===== src/rtl/ram_port_arbiter_pkg.sv =====
// Shared definitions for the byteblast8 RAM port arbiter: bus width defaults,
// wait counter width and the arbiter state encoding.
package ram_port_arbiter_pkg;

    localparam int unsigned ADDRESS_BITS_DEF = 5;
    localparam int unsigned DATA_BITS_DEF    = 8;

    // Wide enough for WAIT_MAX up to 15.
    localparam int unsigned CNT_BITS = 4;

    typedef enum logic {
        ST_NORMAL = 1'b0,
        ST_LOCKED = 1'b1
    } arb_state_e;

endpackage


===== src/rtl/ram_port_arbiter_if.sv =====
// Bus bundle between the core, the debug/loader port, the arbiter and the RAM.
// slave  : arbiter view (takes requests and ram_rdata, drives grants and ram_*)
// master : requester/RAM side view (drives requests and ram_rdata)
interface ram_port_arbiter_if
    import ram_port_arbiter_pkg::*;
#(
    parameter int unsigned ADDRESS_BITS = ADDRESS_BITS_DEF,
    parameter int unsigned DATA_BITS    = DATA_BITS_DEF
);
    logic                    core_req;
    logic                    core_we;
    logic [ADDRESS_BITS-1:0] core_addr;
    logic [DATA_BITS-1:0]    core_wdata;
    logic                    core_gnt;
    logic                    core_stall;
    logic                    core_rvalid;

    logic                    dbg_req;
    logic                    dbg_we;
    logic [ADDRESS_BITS-1:0] dbg_addr;
    logic [DATA_BITS-1:0]    dbg_wdata;
    logic                    dbg_lock;
    logic                    dbg_gnt;
    logic                    dbg_rvalid;

    logic                    locked;
    logic [DATA_BITS-1:0]    rdata;

    logic                    ram_we;
    logic [ADDRESS_BITS-1:0] ram_addr;
    logic [DATA_BITS-1:0]    ram_wdata;
    logic [DATA_BITS-1:0]    ram_rdata;

    modport slave (
        input  core_req, core_we, core_addr, core_wdata,
        input  dbg_req, dbg_we, dbg_addr, dbg_wdata, dbg_lock,
        input  ram_rdata,
        output core_gnt, core_stall, core_rvalid,
        output dbg_gnt, dbg_rvalid, locked, rdata,
        output ram_we, ram_addr, ram_wdata
    );

    modport master (
        output core_req, core_we, core_addr, core_wdata,
        output dbg_req, dbg_we, dbg_addr, dbg_wdata, dbg_lock,
        output ram_rdata,
        input  core_gnt, core_stall, core_rvalid,
        input  dbg_gnt, dbg_rvalid, locked, rdata,
        input  ram_we, ram_addr, ram_wdata
    );

endinterface


===== src/rtl/arb_wait_cnt.sv =====
// Saturating debug wait counter.
// Ports: clk, reset (async active-low), inc (count one lost cycle),
//        clr (clear, has priority), sat (registered: count == WAIT_MAX).
module arb_wait_cnt
    import ram_port_arbiter_pkg::*;
#(
    parameter int unsigned WAIT_MAX = 4
) (
    input  logic clk,
    input  logic reset,
    input  logic inc,
    input  logic clr,
    output logic sat
);

    localparam logic [CNT_BITS-1:0] MAX_CNT = CNT_BITS'(WAIT_MAX);

    logic [CNT_BITS-1:0] count;
    logic [CNT_BITS-1:0] count_nxt;

    // Next count: clear wins, otherwise increment until saturated.
    always_comb begin
        count_nxt = count;
        if (clr) begin
            count_nxt = '0;
        end else if (inc && (count != MAX_CNT)) begin
            count_nxt = count + CNT_BITS'(1);
        end
    end

    // Count and its saturation flag are registered together.
    always_ff @(posedge clk or negedge reset) begin
        if (!reset) begin
            count <= '0;
            sat   <= 1'b0;
        end else begin
            count <= count_nxt;
            sat   <= (count_nxt == MAX_CNT);
        end
    end

endmodule


===== src/rtl/ram_port_arbiter.sv =====
// Shares the single-port 32x8 RAM between the CPU core and the debug/loader
// port: at most one access per cycle, core priority with debug anti-starvation
// after WAIT_MAX lost cycles, and an exclusive debug lock.
// Ports: clk, reset (async active-low), bus (slave modport carrying core/debug
//        request+grant signals, locked, rdata and the ram_* interface).
module ram_port_arbiter
    import ram_port_arbiter_pkg::*;
#(
    parameter int unsigned ADDRESS_BITS = ADDRESS_BITS_DEF,
    parameter int unsigned DATA_BITS    = DATA_BITS_DEF,
    parameter int unsigned WAIT_MAX     = 4
) (
    input  logic                clk,
    input  logic                reset,
    ram_port_arbiter_if.slave   bus
);

    arb_state_e              state;
    logic                    core_win;
    logic                    dbg_win;
    logic                    wait_sat;
    logic                    wait_inc;
    logic                    wait_clr;
    logic                    core_rvalid_q;
    logic                    dbg_rvalid_q;
    logic                    ram_we_sel;
    logic [ADDRESS_BITS-1:0] ram_addr_sel;
    logic [DATA_BITS-1:0]    ram_wdata_sel;

    arb_wait_cnt #(
        .WAIT_MAX (WAIT_MAX)
    ) u_wait_cnt (
        .clk   (clk),
        .reset (reset),
        .inc   (wait_inc),
        .clr   (wait_clr),
        .sat   (wait_sat)
    );

    // Debug lost this cycle -> count; any debug grant or the lock clears it.
    assign wait_inc = bus.dbg_req & ~dbg_win;
    assign wait_clr = dbg_win | (state == ST_LOCKED);

    // Grant decision; reset is folded in so nothing is granted while held.
    always_comb begin
        core_win = 1'b0;
        dbg_win  = 1'b0;
        if (reset) begin
            if (state == ST_LOCKED) begin
                dbg_win = bus.dbg_req;
            end else if (bus.dbg_req && (!bus.core_req || wait_sat)) begin
                dbg_win = 1'b1;
            end else begin
                core_win = bus.core_req;
            end
        end
    end

    // Winner drives the RAM; idle bus is all zeros.
    always_comb begin
        ram_we_sel    = 1'b0;
        ram_addr_sel  = '0;
        ram_wdata_sel = '0;
        if (core_win) begin
            ram_we_sel    = bus.core_we;
            ram_addr_sel  = bus.core_addr;
            ram_wdata_sel = bus.core_wdata;
        end else if (dbg_win) begin
            ram_we_sel    = bus.dbg_we;
            ram_addr_sel  = bus.dbg_addr;
            ram_wdata_sel = bus.dbg_wdata;
        end
    end

    // Lock state and read-valid flags; a read grant returns data next cycle.
    always_ff @(posedge clk or negedge reset) begin
        if (!reset) begin
            state         <= ST_NORMAL;
            core_rvalid_q <= 1'b0;
            dbg_rvalid_q  <= 1'b0;
        end else begin
            state         <= bus.dbg_lock ? ST_LOCKED : ST_NORMAL;
            core_rvalid_q <= core_win & ~bus.core_we;
            dbg_rvalid_q  <= dbg_win & ~bus.dbg_we;
        end
    end

    assign bus.core_gnt    = core_win;
    assign bus.core_stall  = bus.core_req & ~core_win;
    assign bus.core_rvalid = core_rvalid_q;
    assign bus.dbg_gnt     = dbg_win;
    assign bus.dbg_rvalid  = dbg_rvalid_q;
    assign bus.locked      = (state == ST_LOCKED);
    assign bus.rdata       = bus.ram_rdata;
    assign bus.ram_we      = ram_we_sel;
    assign bus.ram_addr    = ram_addr_sel;
    assign bus.ram_wdata   = ram_wdata_sel;

endmodule

===== src/flat_wrapper.sv =====
// flat-port wrapper written by rule: the top's interface ports become plain ports
module ram_port_arbiter_flat import ram_port_arbiter_pkg::*;
#(
    parameter int unsigned ADDRESS_BITS = ADDRESS_BITS_DEF,
    parameter int unsigned DATA_BITS    = DATA_BITS_DEF,
    parameter int unsigned WAIT_MAX     = 4
)
  (clk, reset, bus_core_req, bus_core_we, bus_core_addr, bus_core_wdata, bus_dbg_req, bus_dbg_we, bus_dbg_addr, bus_dbg_wdata, bus_dbg_lock, bus_ram_rdata, bus_core_gnt, bus_core_stall, bus_core_rvalid, bus_dbg_gnt, bus_dbg_rvalid, bus_locked, bus_rdata, bus_ram_we, bus_ram_addr, bus_ram_wdata);
  ram_port_arbiter_if #(.ADDRESS_BITS(ADDRESS_BITS), .DATA_BITS(DATA_BITS)) bus_i ();
  input  logic clk;
  input  logic reset;
  input wire logic [$bits(bus_i.core_req)-1:0] bus_core_req;
  input wire logic [$bits(bus_i.core_we)-1:0] bus_core_we;
  input wire logic [$bits(bus_i.core_addr)-1:0] bus_core_addr;
  input wire logic [$bits(bus_i.core_wdata)-1:0] bus_core_wdata;
  input wire logic [$bits(bus_i.dbg_req)-1:0] bus_dbg_req;
  input wire logic [$bits(bus_i.dbg_we)-1:0] bus_dbg_we;
  input wire logic [$bits(bus_i.dbg_addr)-1:0] bus_dbg_addr;
  input wire logic [$bits(bus_i.dbg_wdata)-1:0] bus_dbg_wdata;
  input wire logic [$bits(bus_i.dbg_lock)-1:0] bus_dbg_lock;
  input wire logic [$bits(bus_i.ram_rdata)-1:0] bus_ram_rdata;
  output wire logic [$bits(bus_i.core_gnt)-1:0] bus_core_gnt;
  output wire logic [$bits(bus_i.core_stall)-1:0] bus_core_stall;
  output wire logic [$bits(bus_i.core_rvalid)-1:0] bus_core_rvalid;
  output wire logic [$bits(bus_i.dbg_gnt)-1:0] bus_dbg_gnt;
  output wire logic [$bits(bus_i.dbg_rvalid)-1:0] bus_dbg_rvalid;
  output wire logic [$bits(bus_i.locked)-1:0] bus_locked;
  output wire logic [$bits(bus_i.rdata)-1:0] bus_rdata;
  output wire logic [$bits(bus_i.ram_we)-1:0] bus_ram_we;
  output wire logic [$bits(bus_i.ram_addr)-1:0] bus_ram_addr;
  output wire logic [$bits(bus_i.ram_wdata)-1:0] bus_ram_wdata;
  assign bus_i.core_req = bus_core_req;
  assign bus_i.core_we = bus_core_we;
  assign bus_i.core_addr = bus_core_addr;
  assign bus_i.core_wdata = bus_core_wdata;
  assign bus_i.dbg_req = bus_dbg_req;
  assign bus_i.dbg_we = bus_dbg_we;
  assign bus_i.dbg_addr = bus_dbg_addr;
  assign bus_i.dbg_wdata = bus_dbg_wdata;
  assign bus_i.dbg_lock = bus_dbg_lock;
  assign bus_i.ram_rdata = bus_ram_rdata;
  assign bus_core_gnt = bus_i.core_gnt;
  assign bus_core_stall = bus_i.core_stall;
  assign bus_core_rvalid = bus_i.core_rvalid;
  assign bus_dbg_gnt = bus_i.dbg_gnt;
  assign bus_dbg_rvalid = bus_i.dbg_rvalid;
  assign bus_locked = bus_i.locked;
  assign bus_rdata = bus_i.rdata;
  assign bus_ram_we = bus_i.ram_we;
  assign bus_ram_addr = bus_i.ram_addr;
  assign bus_ram_wdata = bus_i.ram_wdata;
  ram_port_arbiter #(.ADDRESS_BITS(ADDRESS_BITS), .DATA_BITS(DATA_BITS), .WAIT_MAX(WAIT_MAX)) u_core (.clk(clk), .reset(reset), .bus(bus_i));
endmodule

===== config.mk =====
export PLATFORM = sky130hd
export DESIGN_NAME = ram_port_arbiter_flat
export DESIGN_NICKNAME = d
export VERILOG_FILES = /design/src/rtl/ram_port_arbiter_pkg.sv /design/src/rtl/ram_port_arbiter_if.sv /design/src/rtl/arb_wait_cnt.sv /design/src/rtl/ram_port_arbiter.sv /design/src/flat_wrapper.sv
export SDC_FILE = /design/constraint.sdc
export NUM_CORES = 1
export LEC_CHECK = 0
export BUFFER_PORTS_ARGS = -buffer_cell sky130_fd_sc_hd__buf_2
export CAP_MARGIN = 5
export CORE_MARGIN = 8
export CORE_UTILIZATION = 31
export DETAILED_ROUTE_END_ITERATION = 16
export PLACE_DENSITY_LB_ADDON = 0.05
export RECOVER_POWER = 50
export SYNTH_ARGS = -nofsm -noshare
export SYNTH_HDL_FRONTEND = slang
export SYNTH_SLANG_ARGS = --single-unit

===== constraint.sdc =====
create_clock -name clk -period 1.55 [get_ports clk]
set_clock_uncertainty 0.05 [all_clocks]
set_input_delay 0.155 -clock clk [delete_from_list [all_inputs] [get_ports clk]]
set_output_delay 0.155 -clock clk [all_outputs]
set_load 0.01 [all_outputs]

==> flow_metrics.tcl <==
set metrics [dict create \
    p_leak_nw 0.547 \
    grt_pass1_vias 670 \
    r2r-end "u_core.u_wait_cnt.sat" \
    cp-start-kind "flip-flop" \
    grt-ovfl-total 0 \
    rsz0062_at_grt "true" \
    maxCapViolations 0 \
    relSlewSlack 0.770 \
    clockBufferDepth 2 \
    drc 0 \
    avgViaCountPerCell 4.82 \
    worstHoldEndpoint "u_core.bus.dbg_rvalid" \
    critPathMaxFanout 15 \
    syn2layout_area_growth_pct 48.6 \
    hold_start "bus_dbg_we" \
    hold_depth 2 \
    instances_no_fill 150 \
    violations "negative setup slack" \
    avgSynthCellArea_sq_um 9.84 \
    placed_area_sq_um 928 \
    final_common_cell "buf_2" \
    worstReg2RegStart "u_core.u_wait_cnt.count[0]" \
    reg2regPathDepth 6 \
    diodes 0 \
    power.density_nw_per_um2 594 \
    nets 167 \
    synth.top_cell.area_share 0.299 \
    wl_um 2120 \
    dpl.cell_count 143 \
    synth_edf_count 0 \
    antenna_found_initial 0 \
    power_mw 0.591 \
    place_congestion 0.776 \
    fin_ws_ps -106 \
    final_core_util 0.468 \
    grt_usage 0.106 \
    cts_root_buf "clkbuf_4" \
    setup_viol 15 \
    drtAntennaViolNets 0 \
    synth_nets 111 \
    drive_above_1_share 0.598 \
    initial_utilization 0.315 \
    drv_slew 0 \
    cp.arrival_ps 1450 \
    die_h_um 62.5 \
    worstSkewPairLatency_ps 260 \
    rows 17 \
    grt_pass1_wl_um 3410 \
    synth_area_leaders "dfrtp_1, a22o_1, buf_4" \
    io_pins 69 \
    numCtsBuffers 3 \
    crit_type "flip-flop to primary output" \
    hold_class "primary input to flip-flop" \
    ctsHtreeMaxLevel 1 \
    crit_required_ps 1340 \
    p_seq_frac 0.375 \
    dieArea_sq_um 3900 \
    crit_start "u_core.u_wait_cnt.sat" \
    ir_drop_mv 0.458 \
    pwr-share-comb 0.347 \
    syn_area_sq_um 669 \
    tightest_slew_ps 344 \
    synth_seq_cells 8 \
    ys_async_sr_fraction 1.00 \
    min_period_ps 1660 \
    status "finished with violations" \
    synth-main-ff-cell "dfrtp_1" \
    die_w_um 62.5 \
    cts_tree "yes" \
    coreArea_sq_um 2130 \
    post_drt_wl_per_cell_um 14.1 \
    whs_ps 10.7 \
    syn_inst 68 \
    switchingPower_mw 0.174 \
    synth-seq-area-share 0.299 \
    intPower_mw 0.418 \
    swShare 0.294 \
    mostFrequentLayoutCells "buf_2, a22o_1, buf_4, dfrtp_1, nor2_1" \
    cts.sinks 8 \
    dr.pass1.iters 4 \
    clk_pin_slew_worst_paths_ps 60 \
    routed-via-count 723 \
    period_share 1.07 \
    r2r_slack_ps 10 \
    critPathCaptureType "primary output" \
    hpwl_um 1710 \
    ys_types 26 \
    p_clk_frac 0.278 \
    port_buffers 52 \
    synth_top_cell_by_area "dfrtp_1" \
    synth_warnings 0 \
    grt_max_degree 18 \
    fin_area_sq_um 995 \
    drt_first_iter_violations 35 \
    finalHoldViolations 0 \
    fmax_mhz 604 \
]
power by group through the flow:
| stage | combinational [mW] | clock [mW] | sequential, mW |
|---|---|---|---|
| 3_5_place_dp | 0.196 | 0 | 0.225 |
| 2_1_floorplan | 0.119 | 0 | 0.228 |
| 5_1_grt | 0.227 | 0.176 | 0.222 |
| 6_report | 0.205 | 0.164 | 0.222 |
| 4_1_cts | 0.204 | 0.170 | 0.222 |
| 3_3_place_gp | 0.196 | 0 | 0.225 |
cells by family after synthesis:
logic type | count (synthesis) | synth area share
AND/OR/NAND/NOR | 21 | 0.202
AO/OA/AOI/OAI | 20 | 0.254
buffers and inverters | 14 | 0.157
flip-flops | 8 | 0.299
multiplexers | 2 | 0.0374
adder cells (fa/ha/maj) | 2 | 0.0374
XOR/XNOR | 1 | 0.0131
cell usage after synthesis (2+ instances only):
library cell / instances
nor2_1: 5
a22o_1: 14
ha_1: 2
a21oi_1: 3
dfrtp_1: 8
nand2_2: 2
nand3b_1: 2
inv_1: 3
nor2b_1: 2
buf_6: 3
buf_4: 8
nand3_1: 2
worst max-delay path, cell delays in order, from the launching register on:
cell and delay, ps:
dfrtp_2 440, nor3b_4 260, nor2_4 120, a22o_1 240, buf_2 140
per-stage QoR:
step                TNS [ps]  setup WS (ps)
finish                 -1400           -106
global route           -2880           -202
CTS                    -1540           -114
detailed placement         0           2.53
global placement           0           23.1
floorplan                  0           48.6
state kept, by name, indices dropped and copies added, names as in the netlist:
register	flops
u_core.bus.core_rvalid	1
u_core.u_wait_cnt.count	4
u_core.bus.dbg_rvalid	1
u_core.bus.locked	1
u_core.u_wait_cnt.sat	1
repair_timing:
item	CTS	global route
pin swaps	2	1
hold buffers	2	0
hold endpoints to repair	9	0
resized for setup	2	1
setup endpoints to repair	18	17
buffers inserted	1	1
cloned	0	0
metal layers:
layer,global-route usage,wire length [um]
met5,0,0
met4,0.0427,26
met3,0.0735,300
met2,0.138,837
met1,0.128,951
worst max path at each step:
stage / end / slack, ps / depth (start not counted)
2_1_floorplan: u_core.u_wait_cnt.sat / 50 / 6
3_3_place_gp: u_core.u_wait_cnt.sat / 20 / 6
3_5_place_dp: bus_ram_wdata[3] / 3 / 4
4_1_cts: bus_ram_wdata[3] / -110 / 5
5_1_grt: bus_ram_we / -200 / 5
6_report: bus_ram_wdata[3] / -110 / 4
cell type report:
type	count	area, sq um
tap	28	35.0
timing repair buffer	62	353
clock buffer	3	22.5
multi-input combinational	46	372
inverter	3	11.3
sequential	8	201
fill	218	1130
No activity file was read; power rests on OpenSTA's default activity.
